===== src/rtl/axi4_rd_credit_pkg.sv =====
// Shared types and helpers for the AXI4-Lite read credit buffer.
// Response codes, R entry layout and level width helper.
package axi4_rd_credit_pkg;

  localparam int N_DEF = 4;

  localparam logic [1:0] RESP_OKAY   = 2'd0;
  localparam logic [1:0] RESP_EXOKAY = 2'd1;
  localparam logic [1:0] RESP_SLVERR = 2'd2;
  localparam logic [1:0] RESP_DECERR = 2'd3;

  typedef struct packed {
    logic [1:0]           resp;
    logic [8*N_DEF-1:0]   data;
  } r_entry_t;

  function automatic int lvl_w(input int d);
    return $clog2(d + 1);
  endfunction

endpackage


===== src/rtl/sync_fifo_level.sv =====
// First-word fall-through FIFO with occupancy output.
// Pointers carry one extra bit to tell full from empty.
module sync_fifo_level
  import axi4_rd_credit_pkg::*;
#(
  parameter int W = 8,
  parameter int D = 4
) (
  input  logic                  clk,
  input  logic                  reset,
  input  logic                  wr_en,
  input  logic [W-1:0]          wr_data,
  output logic                  wr_full,
  input  logic                  rd_en,
  output logic [W-1:0]          rd_data,
  output logic                  rd_empty,
  output logic [lvl_w(D)-1:0]   level
);

  localparam int AW = $clog2(D);
  localparam int LW = lvl_w(D);

  logic [W-1:0] mem_q [D];
  logic [AW:0]  wptr_q, wptr_d;
  logic [AW:0]  rptr_q, rptr_d;
  logic         do_wr, do_rd;

  assign level    = LW'(wptr_q - rptr_q);
  assign wr_full  = (level == LW'(D));
  assign rd_empty = (level == '0);
  assign do_wr    = wr_en & ~wr_full;
  assign do_rd    = rd_en & ~rd_empty;
  assign rd_data  = mem_q[rptr_q[AW-1:0]];

  always_comb begin
    wptr_d = wptr_q;
    rptr_d = rptr_q;
    if (do_wr) wptr_d = wptr_q + 1'b1;
    if (do_rd) rptr_d = rptr_q + 1'b1;
  end

  always_ff @(posedge clk) begin
    if (reset) begin
      wptr_q <= '0;
      rptr_q <= '0;
    end else begin
      wptr_q <= wptr_d;
      rptr_q <= rptr_d;
    end
  end

  always_ff @(posedge clk) begin
    if (do_wr) mem_q[wptr_q[AW-1:0]] <= wr_data;
  end

endmodule


===== src/rtl/axi4_lite_rd_credit_fifos.sv =====
// AXI4-Lite read buffer: AR and R FIFOs with credit admission.
// An AR is taken only when an R slot is reserved for its answer.
module axi4_lite_rd_credit_fifos
  import axi4_rd_credit_pkg::*;
#(
  parameter int A    = 32,
  parameter int N    = 4,
  parameter int AR_D = 4,
  parameter int R_D  = 4
) (
  input  logic                     clk,
  input  logic                     reset,
  input  logic [A-1:0]             araddr,
  input  logic                     arvalid,
  output logic                     arready,
  output logic [8*N-1:0]           rdata,
  output logic [1:0]               rresp,
  output logic                     rvalid,
  input  logic                     rready,
  output logic [A-1:0]             be_ar_addr,
  output logic                     be_ar_valid,
  input  logic                     be_ar_ready,
  input  logic [8*N-1:0]           be_r_data,
  input  logic [1:0]               be_r_resp,
  input  logic                     be_r_valid,
  output logic                     be_r_ready,
  output logic [lvl_w(R_D)-1:0]    outstanding,
  output logic [lvl_w(AR_D)-1:0]   ar_level,
  output logic [lvl_w(R_D)-1:0]    r_level,
  output logic                     err_unsol,
  input  logic                     err_clr
);

  localparam int OW = lvl_w(R_D);
  localparam logic [OW-1:0] OUT_MAX = OW'(R_D);

  typedef struct packed {
    logic [1:0]     resp;
    logic [8*N-1:0] data;
  } r_ent_t;

  logic          ar_push, ar_pop;
  logic          ar_full, ar_empty;
  logic          r_push, r_pop;
  logic          r_full, r_empty;
  logic          rsp_hs, unsol;
  logic [OW-1:0] out_q, out_d;
  logic [OW-1:0] pending;
  logic          err_q, err_d;
  r_ent_t        r_wr, r_rd;

  // Credit check uses only registered state, so no path from be_ar_ready.
  assign arready     = ~reset & ~ar_full & (out_q < OUT_MAX);
  assign ar_push     = arvalid & arready;
  assign be_ar_valid = ~reset & ~ar_empty;
  assign ar_pop      = be_ar_valid & be_ar_ready;

  sync_fifo_level #(
    .W (A),
    .D (AR_D)
  ) u_ar_fifo (
    .clk      (clk),
    .reset    (reset),
    .wr_en    (ar_push),
    .wr_data  (araddr),
    .wr_full  (ar_full),
    .rd_en    (ar_pop),
    .rd_data  (be_ar_addr),
    .rd_empty (ar_empty),
    .level    (ar_level)
  );

  assign be_r_ready = reset | ~r_full;
  assign pending    = out_q - OW'(ar_level) - r_level;
  assign rsp_hs     = ~reset & be_r_valid & be_r_ready;
  assign r_push     = rsp_hs & (pending != '0);
  assign unsol      = rsp_hs & (pending == '0);
  assign r_wr       = '{resp: be_r_resp, data: be_r_data};

  sync_fifo_level #(
    .W ($bits(r_ent_t)),
    .D (R_D)
  ) u_r_fifo (
    .clk      (clk),
    .reset    (reset),
    .wr_en    (r_push),
    .wr_data  (r_wr),
    .wr_full  (r_full),
    .rd_en    (r_pop),
    .rd_data  (r_rd),
    .rd_empty (r_empty),
    .level    (r_level)
  );

  assign rvalid = ~reset & ~r_empty;
  assign r_pop  = rvalid & rready;
  assign rdata  = r_rd.data;
  assign rresp  = r_rd.resp;

  always_comb begin
    out_d = out_q;
    unique case (1'b1)
      (ar_push & ~r_pop): out_d = out_q + 1'b1;
      (r_pop & ~ar_push): out_d = out_q - 1'b1;
      default:            out_d = out_q;
    endcase
  end

  // A new unsolicited response wins over a clear in the same cycle.
  always_comb begin
    err_d = err_q;
    if (unsol)        err_d = 1'b1;
    else if (err_clr) err_d = 1'b0;
  end

  always_ff @(posedge clk) begin
    if (reset) begin
      out_q <= '0;
      err_q <= 1'b0;
    end else begin
      out_q <= out_d;
      err_q <= err_d;
    end
  end

  assign outstanding = out_q;
  assign err_unsol   = err_q;

endmodule


===== config.mk =====
export PLATFORM = sky130hd
export DESIGN_NAME = axi4_lite_rd_credit_fifos
export DESIGN_NICKNAME = d
export VERILOG_FILES = /design/src/rtl/axi4_rd_credit_pkg.sv /design/src/rtl/sync_fifo_level.sv /design/src/rtl/axi4_lite_rd_credit_fifos.sv
export SDC_FILE = /design/constraint.sdc
export NUM_CORES = 1
export LEC_CHECK = 0
export ABC_AREA = 1
export CAP_MARGIN = 40
export CORE_MARGIN = 10
export CORE_UTILIZATION = 55
export CTS_BUF_LIST = sky130_fd_sc_hd__clkbuf_16
export CTS_CLUSTER_SIZE = 20
export DETAILED_ROUTE_END_ITERATION = 10
export PLACE_DENSITY = 0.84
export SLEW_MARGIN = 20
export SYNTH_ARGS = -nofsm -noshare
export SYNTH_HDL_FRONTEND = slang
export SYNTH_HIERARCHICAL = 1
export SYNTH_SLANG_ARGS = --single-unit

===== constraint.sdc =====
create_clock -name clk -period 6.5 [get_ports clk]
set_input_delay 1.3 -clock clk [delete_from_list [all_inputs] [get_ports clk]]
set_output_delay 1.3 -clock clk [all_outputs]
set_load 0.01 [all_outputs]

# Yosys cells after proc, flatten, opt, wreduce, memory -nomap -nowiden

Memory sizes are Yosys's and may differ from the RTL's. A register that Yosys moved wholly into a read port is not among the register bits.
Index checks and enable logic that the tools add are counted.

Register bits: 16
Bits in latches: 0
Bits in writable memories: 264
Bits in read-only memories: 0
Input port bits: 73
Output and inout bits: 80
Word-level logic and storage cells: 63
Memories kept: 2

$add $sub $neg: 10
$mul: 0
Div/mod/pow operators: 0
Magnitude comparators: 1
Equal/unequal tests: 2
Shifts and indexed selects: 0
Muxes and demuxes: 11
Bitwise logic cells: 25
Reduce and logical (&&, ||, !) cells: 6

Memories:

| memory          | words | width | rd ports | clocked after Yosys merged registers in | wr ports | line                  | text |
|---|---|---|---|---|---|---|---|
| u_r_fifo.mem_q  | 4     | 34    | 1        | 1                                       | 1        | sync_fifo_level.sv:23 | `logic [W-1:0] mem_q [D];` |
| u_ar_fifo.mem_q | 4     | 32    | 1        | 1                                       | 1        | sync_fifo_level.sv:23 |  |

Operators by type and width:

| cell                                               | count |
|---|---|
| bitwise AND 1 bit                                  | 17 |
| adder 3 x 1 -> 3 bit (second input constant)       | 5 |
| subtractor 3 bit                                   | 4 |
| logical NOT 3 bit                                  | 3 |
| 2-to-1 mux 2 bit                                   | 4 |
| NOT 1 bit                                          | 7 |
| == test 3 bit (second input constant)              | 2 |
| 2-to-1 mux 1 bit                                   | 6 |
| one-hot mux 3 bit (2 select lines)                 | 1 |
| nonzero test 2 bit                                 | 2 |
| less-than comparator 3 bit (second input constant) | 1 |
| nonzero test 3 bit                                 | 1 |
| subtractor 3 x 1 -> 3 bit (second input constant)  | 1 |
| OR 1 bit                                           | 1 |

# Logic depth before layout (Yosys ltp)

Gate-level depths: netlist (run 1).

Depth in word-level cells: 9
Depth in mapped cells: 19
Mapped depth without buffers: 19

# Hierarchy

The synthesis (run 1) kept the hierarchy.

By module, submodules not included:

| module                       | instances | cells each | area each (um^2) | sequential area each (um^2) |
|---|---|---|---|---|
| sync_fifo_level at u_r_fifo  | 1         | 408        | 5549.1           | 4244.1 |
| sync_fifo_level at u_ar_fifo | 1         | 387        | 5251.3           | 4003.8 |
| axi4_lite_rd_credit_fifos    | 1         | 62         | 426.7            | 80.1 |

# Worst setup path before layout (run 1)

Ideal clock, no wire load.

Path type: reg-to-reg
Start: register u_ar_fifo.wptr_q[0]
End: memory u_r_fifo/mem_q[0][0] (netlist bit) (enable)
Setup time: 0.425 ns
Arrival: 4.514 ns
Required time: 6.075 ns
Path slack: 1.560 ns
Stages on the path, launching flop included: 17
Buffers on the path: 0
Period minus slack after synthesis: 4.940 ns
Cell sequence: dfxtp_1 -> inv_1 -> ha_1 -> inv_1 -> inv_1 -> fa_1 -> inv_1 -> ha_1 -> or2_2 -> fa_1 -> inv_1 -> nand3_1 -> nand3_1 -> nand2_1 -> a21oi_1 -> nand2_1 -> nor2_1

Longest elaborated chain between the ends: 8

Ends and longest elaborated chain:

| what                                   | line                            | text |
|---|---|---|
| start: declaration                     | sync_fifo_level.sv:24           | `logic [AW:0] wptr_q, wptr_d;` |
| start signal: assignment               | sync_fifo_level.sv:47           | `wptr_q <= wptr_d;` |
| subtractor 3 bit                       | sync_fifo_level.sv:28           | `assign level = LW'(wptr_q - rptr_q);` |
| named net ar_level[0]                  | axi4_lite_rd_credit_fifos.sv:28 | `output logic [lvl_w(AR_D)-1:0] ar_level,` |
| subtractor 3 bit (2 in a row)          | axi4_lite_rd_credit_fifos.sv:74 | `assign pending = out_q - OW'(ar_level) - r_level;` |
| nonzero test 3 bit                     | axi4_lite_rd_credit_fifos.sv:76 | `assign r_push = rsp_hs & (pending != '0);` |
| bitwise AND 1 bit                      | axi4_lite_rd_credit_fifos.sv:76 |  |
| named net r_push                       | axi4_lite_rd_credit_fifos.sv:44 | `logic r_push, r_pop;` |
| bitwise AND 1 bit                      | sync_fifo_level.sv:31           | `assign do_wr = wr_en & ~wr_full;` |
| 2-to-1 mux 1 bit                       | sync_fifo_level.sv:53           | `if (do_wr) mem_q[wptr_q[AW-1:0]] <= wr_data;` |
| 2-to-1 mux 1 bit (not written as such) | sync_fifo_level.sv:53           |  |
| end: declaration                       | sync_fifo_level.sv:23           |  |

The timed path passes the listed nets, and every way through them passes these cells.

# Worst setup path in the final report (run 1)

Start: register u_r_fifo.wptr_q[0]
End: memory u_r_fifo/mem_q[2][12] (netlist bit) (enable)

Longest elaborated chain between the ends: 9
Elaborated cells on any way between the ends: 11
Those cells by class: add/sub: 2; eq/ne: 1; mux: 2; bitwise: 5; reduce/logical: 1

Ends and longest elaborated chain:

| what                                                                     | line |
|---|---|
| start: declaration                                                       | sync_fifo_level.sv:24 |
| start signal: assignment                                                 | sync_fifo_level.sv:47 |
| subtractor 3 bit (*)                                                     | sync_fifo_level.sv:28 |
| parallel branches: the longest is 4 deep, another holds subtractor 3 bit | n/a |
| bitwise AND 1 bit (*)                                                    | axi4_lite_rd_credit_fifos.sv:76 |
| named net r_push                                                         | axi4_lite_rd_credit_fifos.sv:44 |
| bitwise AND 1 bit (*)                                                    | sync_fifo_level.sv:31 |
| 2-to-1 mux 1 bit (*)                                                     | sync_fifo_level.sv:53 |
| 2-to-1 mux 1 bit (not written as such) (*)                               | sync_fifo_level.sv:53 |

Mark *: on every way through the listed nets, which the timed path passes.

==> results of run 1 <==
-- metal layers --
| metal | wire, µm | track usage | up-vias |
|---|---|---|---|
| met3 | 1530 | 0.0336 | 46 |
| met4 | 638 | 0.0598 | 0 |
| met2 | 12400 | 0.309 | 221 |
| li1 | - | - | 3431 |
| met1 | 9880 | 0.228 | 3472 |
| met5 | 0 | 0 | - |
-- power by group through the flow --
stage | clock network (mW) | registers (mW) | logic [mW]
floorplan | 0 | 2.35 | 1.06
global placement | 0 | 2.35 | 1.97
detailed placement | 0 | 2.36 | 2.08
CTS | 1.53 | 2.32 | 2.10
global route | 1.60 | 2.34 | 2.29
finish | 1.51 | 2.32 | 2.08
-- kinds of logic (layout without fill, tap and decap cells) --
family / Yosys count / after routing / synth area share
AND/OR/NAND/NOR: 240 / 240 / 0.0903
adder cells (fa/ha/maj): 21 / 21 / 0.0267
AO/OA/AOI/OAI: 215 / 215 / 0.103
buffers and inverters: 94 / 277 / 0.0357
XOR/XNOR: 3 / 3 / 0.00234
flip-flops: 284 / 284 / 0.742
-- critical path: stages, from the launching register on --
cell                      delay [ns]
sky130_fd_sc_hd__dfxtp_1        0.41
sky130_fd_sc_hd__inv_1          0.11
sky130_fd_sc_hd__ha_1           0.31
sky130_fd_sc_hd__inv_1          0.08
sky130_fd_sc_hd__inv_1          0.05
sky130_fd_sc_hd__fa_1           0.51
sky130_fd_sc_hd__inv_1          0.05
sky130_fd_sc_hd__ha_1           0.16
sky130_fd_sc_hd__or2_2          0.28
sky130_fd_sc_hd__fa_1           0.39
sky130_fd_sc_hd__inv_1          0.07
sky130_fd_sc_hd__nand3_1        0.09
sky130_fd_sc_hd__nand3_1        0.09
sky130_fd_sc_hd__nand2_1        0.07
sky130_fd_sc_hd__a21oi_1        0.40
sky130_fd_sc_hd__nand2_1        0.35
sky130_fd_sc_hd__nor2_4         0.64
sky130_fd_sc_hd__buf_16         0.24
-- placed cells by master (no fill, tap or decap) --
cell / Yosys / routed
sky130_fd_sc_hd__or2_2: 1 / 1
sky130_fd_sc_hd__clkinv_4: 0 / 1
sky130_fd_sc_hd__edfxtp_1: 264 / 264
sky130_fd_sc_hd__buf_4: 3 / 8
sky130_fd_sc_hd__nand3_2: 2 / 2
sky130_fd_sc_hd__nor3_1: 1 / 1
sky130_fd_sc_hd__clkbuf_16: 0 / 29
sky130_fd_sc_hd__nand2_2: 5 / 5
sky130_fd_sc_hd__clkinv_2: 0 / 4
sky130_fd_sc_hd__nand3_4: 3 / 3
sky130_fd_sc_hd__nor2_4: 0 / 4
sky130_fd_sc_hd__nand3b_1: 3 / 3
sky130_fd_sc_hd__xor2_1: 1 / 1
sky130_fd_sc_hd__dfxtp_1: 20 / 18
sky130_fd_sc_hd__clkinvlp_4: 0 / 2
sky130_fd_sc_hd__ha_1: 16 / 16
sky130_fd_sc_hd__inv_6: 0 / 1
sky130_fd_sc_hd__o21ai_0: 127 / 127
sky130_fd_sc_hd__dfxtp_2: 0 / 2
sky130_fd_sc_hd__o21ai_1: 7 / 7
sky130_fd_sc_hd__inv_2: 6 / 6
sky130_fd_sc_hd__a21oi_1: 15 / 15
sky130_fd_sc_hd__nand2_1: 46 / 46
sky130_fd_sc_hd__clkinv_1: 1 / 11
sky130_fd_sc_hd__nor2_2: 1 / 4
sky130_fd_sc_hd__buf_16: 0 / 4
sky130_fd_sc_hd__o22ai_1: 66 / 66
sky130_fd_sc_hd__clkbuf_2: 2 / 1
sky130_fd_sc_hd__buf_8: 0 / 1
sky130_fd_sc_hd__bufinv_16: 0 / 1
sky130_fd_sc_hd__nor2_1: 159 / 152
sky130_fd_sc_hd__buf_12: 0 / 3
sky130_fd_sc_hd__inv_1: 47 / 52
sky130_fd_sc_hd__clkinv_8: 0 / 1
sky130_fd_sc_hd__xnor2_1: 2 / 2
sky130_fd_sc_hd__nor3b_1: 2 / 2
sky130_fd_sc_hd__clkdlybuf4s50_1: 0 / 152
sky130_fd_sc_hd__fa_1: 5 / 5
sky130_fd_sc_hd__nand3_1: 17 / 17
-- metrics by stage --
step / instance area (µm²) / hold WS, ns / total power, mW
2_1_floorplan: 11200 / 0.490 / 3.42
3_3_place_gp: 13000 / 0.465 / 4.32
3_5_place_dp: 13200 / 0.487 / 4.44
4_1_cts: 14100 / 0.498 / 5.96
5_1_grt: 14100 / 0.510 / 6.23
6_report: 14100 / 0.494 / 5.91
-- worst min path at each step --
stage / start / end / slack, ns / cells after the start
after floorplan: err_unsol / err_unsol / 0.49 / 2
after global placement: err_unsol / err_unsol / 0.46 / 2
after detailed placement: err_unsol / err_unsol / 0.49 / 2
after CTS: err_unsol / err_unsol / 0.50 / 2
after global routing: err_unsol / err_unsol / 0.51 / 2
final: err_unsol / err_unsol / 0.49 / 2
-- layout make-up --
class,instances,area share
Clock buffer,29,0.0516
Clock inverter,25,0.0110
Sequential cell,284,0.593
Inverter,54,0.0144
Multi-Input combinational cell,479,0.180
Tap cell,270,0.0240
Timing Repair Buffer,169,0.126
-- flip-flops by register name, indices dropped and copies added, names as in the netlist, named ones only --
signal and cells:
err_unsol 1, outstanding 3, u_ar_fifo/mem_q 128, u_ar_fifo/rptr_q 3, u_ar_fifo/wptr_q 3, u_r_fifo/mem_q 136, u_r_fifo/rptr_q 3, u_r_fifo/wptr_q 3
==> results.txt, run 1 <==
The commonest cells after synthesis are sky130_fd_sc_hd__edfxtp_1 (264), sky130_fd_sc_hd__nor2_1 (159), sky130_fd_sc_hd__o21ai_0 (127). The length in cells of the worst reg-to-reg path came out at 17. In the routed design, unresolved DRC markers number 0.

The most used flip-flop cell after synthesis was sky130_fd_sc_hd__edfxtp_1. The synthesized design contains 264 enable-type register cells. The top cell type's share of synthesized area is 0.706, and the fraction of layout cells with a size suffix above 1 is 0.0798. For the final hold violation count, the log shows 0. Sorting the synthesized cells by area gives the leading types as sky130_fd_sc_hd__edfxtp_1 (71%), sky130_fd_sc_hd__o21ai_0 (5.7%), sky130_fd_sc_hd__nor2_1 (5.3%), sky130_fd_sc_hd__o22ai_1 (3.7%), sky130_fd_sc_hd__dfxtp_1 (3.6%). The sequential-to-total area share from yosys stat was 0.742.

In this run the worst path has a maximum fanout of 19. The final estimated routing congestion in global placement was 0.792. The overall via count from detail_route is 7170, and the residual antenna-violating net count after detailed routing is 0. The global-route wire length before repair came out at 38900 µm. Cell internal power was estimated by the tool at 4.02 mW. Clock latency on the worst-skew pair, taken at its later pin, is 0.54 ns. The count of input and output buffers was 152; the number of vias per cell after detailed routing was 5.47.

TritonCTS built the clock tree. The total wirelength of the detailed-routed design is 24500 µm. The final setup skew is 0.0258 ns. The die is 163 µm wide. Detailed placement ended at an HPWL of 15700 µm. The capture point of the critical path was u_r_fifo/mem_q[2][12]. Buffers added to address setup during post-CTS repair amount to 0. Clock-pin slew was measured on the worst setup and hold paths at 0.06 ns. The sequential group share of total power was 0.393; the final cycle utilization of the critical path was 0.710. Once layout is complete, the cells apart from fillers number 1310. Number of resized instances in the post-cts repair step: 0. The run gives 0.528 as the worst slew slack as a fraction of its limit. In this run the critical register-to-register path is launched from u_r_fifo/wptr_q[0]. For the TritonCTS buffer count, the log shows 29. In the final layout, flip-flops and latches occupy 8330 µm². The depth of the CTS H-tree is 1.

The clock drives 284 sinks. In this run the static leakage power is 4.95 nW. The share of total power consumed by net switching was 0.319. After global routing the overflow that remains totals 0.

The tools report the fmax as 217 MHz. Compared with the post-synthesis result, the final layout area differs by 25.2%. The final layout contains 1111 nets. Entering global routing, the biggest net connects 70 pins. The fraction of registers with async set or reset after synthesis came out at 0. The most common cell in the synthesized netlist is sky130_fd_sc_hd__edfxtp_1.

The power per cell area was 420 nW/µm². The net switching power figure was 1.89 mW; the arrival time at the worst endpoint was 4.86 ns. The logs give 0.181 for the total global routing track utilization and 1.87 ns for the post-place setup slack. For the number of inserted filler cells in the final layout, the log shows 1347.

The slew at the pin closest to its max-slew limit was 0.707 ns. The worst register-to-register path ends at u_r_fifo/mem_q[2][12]. Reg-to-reg setup timing slack: 1.89 ns. At the worst endpoint, the required time is 6.75 ns. 0 antenna diodes ended up in the layout. The post-route core utilization came out at 0.697. The power share of the clock group is 0.255, and the starting DRC count in detailed routing is 498.

Counting along the longest clock path gives a buffer depth of 3. The run gives 29 as the number of distinct standard cells referenced by the synthesized netlist. The synthesized design contains 284 register bits. Of all cell types, the one taking the most synthesized area is sky130_fd_sc_hd__edfxtp_1. The total negative setup slack is 0 ns. The logs give 1.89 ns for the worst setup slack after layout and 0 for the max-slew violation count. The nature of the critical path endpoint was a register.

The number of hold buffers added after CTS was 0. The area inside the core boundary was 20200 µm²; the total standard cell area after synthesis was 11200 µm². The synthesized area per cell is 13.1 µm², and the number of search-and-repair iterations in the first detailed-routing pass is 5.

Dividing the detail-routed wire length by the instance count gives 18.7 µm. The flow ran to the end, and the final reports show no timing, DRC or antenna violations. The instance count of the mapped netlist came out at 857. Master cell of the clock root buffer: sky130_fd_sc_hd__clkbuf_16. The number of nets in the synthesized netlist is 951.

After floorplanning, the core was divided into 52 placement rows. For the via count of the first global-routing pass, the log shows 7418. The critical path starts at u_r_fifo/wptr_q[0]. The logs give 0 for the setup-violating endpoint count in the final report and 6 for the synthesis warning total.

The tools report the initial standard-cell utilization of the core as 0.557. The smallest clock period supported by the final layout is computed as 4.61 ns. Summing all multi-input logic gate instances after layout gives 2540 µm². The type of the most critical hold path is register to register. For the cell total after placement, the log shows 1255. The die span in y is 163 µm.

The setup path with the least slack is of type register to register. Count of max-cap constraint violations: 0. 153 I/O pins were placed. IR analysis of the VDD net gives a maximum drop of 0.307 mV.

Setup repair after global routing left no endpoint under its margin. For the initial antenna violation count, the log shows 0. STA classifies the critical path startpoint as a register. The die covers 26500 µm².

Combinational share of power: 0.352.
(Power assumes the default switching activity.)
==> inputs of run 2 (changes only) <==
==> constraint.sdc (replaced) <==
create_clock -name clk -period 4.4 [get_ports clk]
set_input_delay 0.88 -clock clk [delete_from_list [all_inputs] [get_ports clk]]
set_output_delay 0.88 -clock clk [all_outputs]
set_load 0.01 [all_outputs]
==> run 2 against run 1 <==
Against the previous run: combinational power grew 47%; clock-buffer cell count did not move; wire length shrank 0.80%; design area rose by 0.32%; clock skew down 0.0038 ns; utilization is 0.22 points higher; maximum frequency rose by 13%; worst setup slack got worse by 1.6 ns; global-route usage decreased by 0.37 points; critical endpoint is now u_r_fifo/mem_q[0][24].
==> results.txt, run 2 (synthesized netlist as in run 1, its figures left out) <==
The total number of clock tree sinks is 284 (unchanged), and the count of input and output buffers is 152 (unchanged). The leading cell type in the layout, fill and taps excluded was sky130_fd_sc_hd__edfxtp_1. The detail-routed net length per standard cell works out to 18.5 µm (-0.95%). The tree is rooted in a sky130_fd_sc_hd__clkbuf_16.

The logs give 52 (unchanged) for the number of core rows and 1375 (+2.1%) for the number of inserted filler cells in the final layout. The tools report the number of search-and-repair iterations in the first detailed-routing pass as 5 (unchanged). The floorplan die area came out at 26500 µm² (unchanged).

The depth of the CTS H-tree was 1 (unchanged). The power per cell area works out to 633 nW/µm² (+51%). The worst setup path is captured at a register.

The slew at the pin closest to its max-slew limit is 0.817 ns (+0.110 ns), and the required time of the worst setup path is 4.62 ns (-2.13 ns). The number of top-level design ports was 153 (unchanged); the non-filler instance count after layout was 1312 (+0.15%). The final cycle utilization of the critical path was 0.926 (+0.216); the hold-fix buffer count after cts was 0 (unchanged).

The final hold violation count came out at 0 (unchanged). The flow ran to the end, and the final reports show no timing, DRC or antenna violations. Worst-skew pair later-pin latency: 0.53 ns (about the same). The flip-flop count of the largest register, all copies and words added works out to 136 (unchanged).

The critical path ends at u_r_fifo/mem_q[0][24]. The worst slew slack as a fraction of its limit is 0.454 (-0.0736), and the total wirelength of the detailed-routed design is 24300 µm (-0.80%). The most critical setup path has its startpoint at u_ar_fifo/wptr_q[0]. The total global routing track utilization came out at 0.177 (-0.00367). For the starting DRC count in detailed routing, the log shows 535 (+7.4%).

The via count of the first global-routing pass came out at 7285 (-1.8%). The run gives 0 (unchanged) as the count of max-cap constraint violations. Worst reg2reg path startpoint: u_ar_fifo/wptr_q[0]. The length in cells of the worst reg-to-reg path was 17 (unchanged); the initial antenna violation count was 1 (+1). The TritonCTS buffer count was 28 (-3.4%); the static leakage was 4.98 nW (+0.67%).

Worst setup path category: register to register. For the max-slew violation count, the log shows 0 (unchanged). The library cells used most frequently in the layout, excluding fill and tap cells, are sky130_fd_sc_hd__edfxtp_1 (264), sky130_fd_sc_hd__nor2_1 (152), sky130_fd_sc_hd__clkdlybuf4s50_1 (152), sky130_fd_sc_hd__o21ai_0 (127), sky130_fd_sc_hd__o22ai_1 (66). The initial standard-cell utilization of the core came out at 0.557 (unchanged).

The final routed DRC violation total was 0 (unchanged); the number of vias per cell after detailed routing was 5.52 (+0.82%). Largest voltage drop on the vdd net: 0.393 mV (+28%). Maximum net fanout on the critical path: 17 (-2). The pin count of the biggest net entering global routing was 69 (-1.4%). TritonCTS built the clock tree. Setup repair after global routing left no endpoint under its margin. The overall die width works out to 163 µm (unchanged). The cell total after placement was 1259 (+0.32%); the post-detailed-placement half-perimeter wirelength was 15300 µm (-2.5%).

The run gives 1113 (+0.18%) as the final-stage net count. The final estimated routing congestion in global placement was 0.789 (-0.33%). The number of resized instances in the post-cts repair step was 0 (unchanged). The clock slew at the register clock pins of the worst setup and hold paths is 0.06 ns (about the same), and the fraction of layout cells with a size suffix above 1 is 0.0856 (+0.00577).

Relative to the synthesized area, the layout overhead comes to 25.6%. The total setup buffers inserted after CTS came out at 0 (unchanged). The post-route core utilization came out at 0.699 (+0.00223). The global-route wire length before repair was 37900 µm (-2.6%); the maximum clock insertion buffer count was 3 (unchanged).

The tightest min-delay check is of the register to register type. The total power draw came out at 8.93 mW (+51%). Die span in y: 163 µm (unchanged). The setup-violating endpoint count in the final report is 0 (unchanged), and the final setup skew is 0.0219 ns (-0.00384 ns). Capture point of the worst reg-to-reg path: u_r_fifo/mem_q[0][24]. The tools report the area inside the core boundary as 20200 µm² (unchanged). Residual antenna-violating net count after detailed routing: 0 (unchanged).

STA classifies the critical path startpoint as a register. The clock period minus final worst setup slack was 4.07 ns (-0.540 ns). For the arrival time at the worst endpoint, the log shows 4.29 ns (-0.57 ns). The run gives 0 (unchanged) as the remaining global-route overflow. The reg-to-reg setup timing slack is 0.33 ns (-1.56 ns), and the overall via count from detail_route is 7240 (+0.98%). Fmax: 245 MHz (+13%).
==> run 2: cell count changes in the layout (fill, tap and decap cells not counted), moves of 2 or more <==
cell                        before  now
sky130_fd_sc_hd__diode_2         0    2
sky130_fd_sc_hd__buf_4           8   15
sky130_fd_sc_hd__clkinv_1       11    6
sky130_fd_sc_hd__buf_12          3    5
sky130_fd_sc_hd__buf_16          4    0
sky130_fd_sc_hd__bufinv_16       1    5
sky130_fd_sc_hd__clkinv_2        4    6
==> run 2: critical path: stages, from the launching register on <==
cell                      delay (ns)
sky130_fd_sc_hd__dfxtp_1        0.41
sky130_fd_sc_hd__inv_1          0.11
sky130_fd_sc_hd__ha_1           0.32
sky130_fd_sc_hd__inv_1          0.08
sky130_fd_sc_hd__inv_1          0.05
sky130_fd_sc_hd__fa_1           0.52
sky130_fd_sc_hd__inv_1          0.05
sky130_fd_sc_hd__ha_1           0.17
sky130_fd_sc_hd__or2_2          0.28
sky130_fd_sc_hd__fa_1           0.38
sky130_fd_sc_hd__inv_1          0.06
sky130_fd_sc_hd__nand3_1        0.09
sky130_fd_sc_hd__nand3_1        0.09
sky130_fd_sc_hd__nand2_1        0.07
sky130_fd_sc_hd__a21oi_1        0.21
sky130_fd_sc_hd__nand2_1        0.27
sky130_fd_sc_hd__nor2_4         0.37
sky130_fd_sc_hd__buf_12         0.22
==> run 2: metrics by stage <==
step           hold WS (ns)  setup slack [ns]  setup TNS (ns)  cell area (µm²)
6_report              0.468             0.326               0            14100
5_1_grt               0.499            0.0632               0            14100
4_1_cts               0.475             0.325               0            14100
3_5_place_dp          0.467             0.346               0            13100
3_3_place_gp          0.459             0.458               0            13100
2_1_floorplan         0.490            -0.540          -73.37            11200
==> run 2: per-layer routing <==
metal | track usage | wire length (µm) | up-vias
li1 | - | - | 3434
met1 | 0.215 | 9880 | 3509
met2 | 0.305 | 12200 | 246
met3 | 0.0359 | 1490 | 51
met4 | 0.0689 | 707 | 0
met5 | 0 | 0 | -
==> run 2: how the worst min path moves through the flow <==
stage / endpoint / startpoint / cells past startpoint / slack (ns)
6_report: err_unsol / err_unsol / 2 / 0.47
5_1_grt: err_unsol / err_unsol / 2 / 0.50
3_5_place_dp: err_unsol / err_unsol / 2 / 0.47
4_1_cts: err_unsol / err_unsol / 2 / 0.48
2_1_floorplan: err_unsol / err_unsol / 2 / 0.49
3_3_place_gp: err_unsol / err_unsol / 2 / 0.46
==> run 2: where the power goes <==
part	internal, mW	switching [mW]
clock	1.48	0.950
combinational	1.36	1.70
sequential	3.32	0.112
total	6.17	2.76
==> run 2: area by class of cell <==
type | instances | area, µm² | area share
tap | 270 | 338 | 0.0240
multi-input combinational | 479 | 2540 | 0.180
clock buffer | 29 | 726 | 0.0515
antenna | 2 | 5.00 | 0.000355
clock inverter | 22 | 233 | 0.0165
sequential | 284 | 8330 | 0.591
timing repair buffer | 172 | 1730 | 0.123
inverter | 54 | 203 | 0.0144
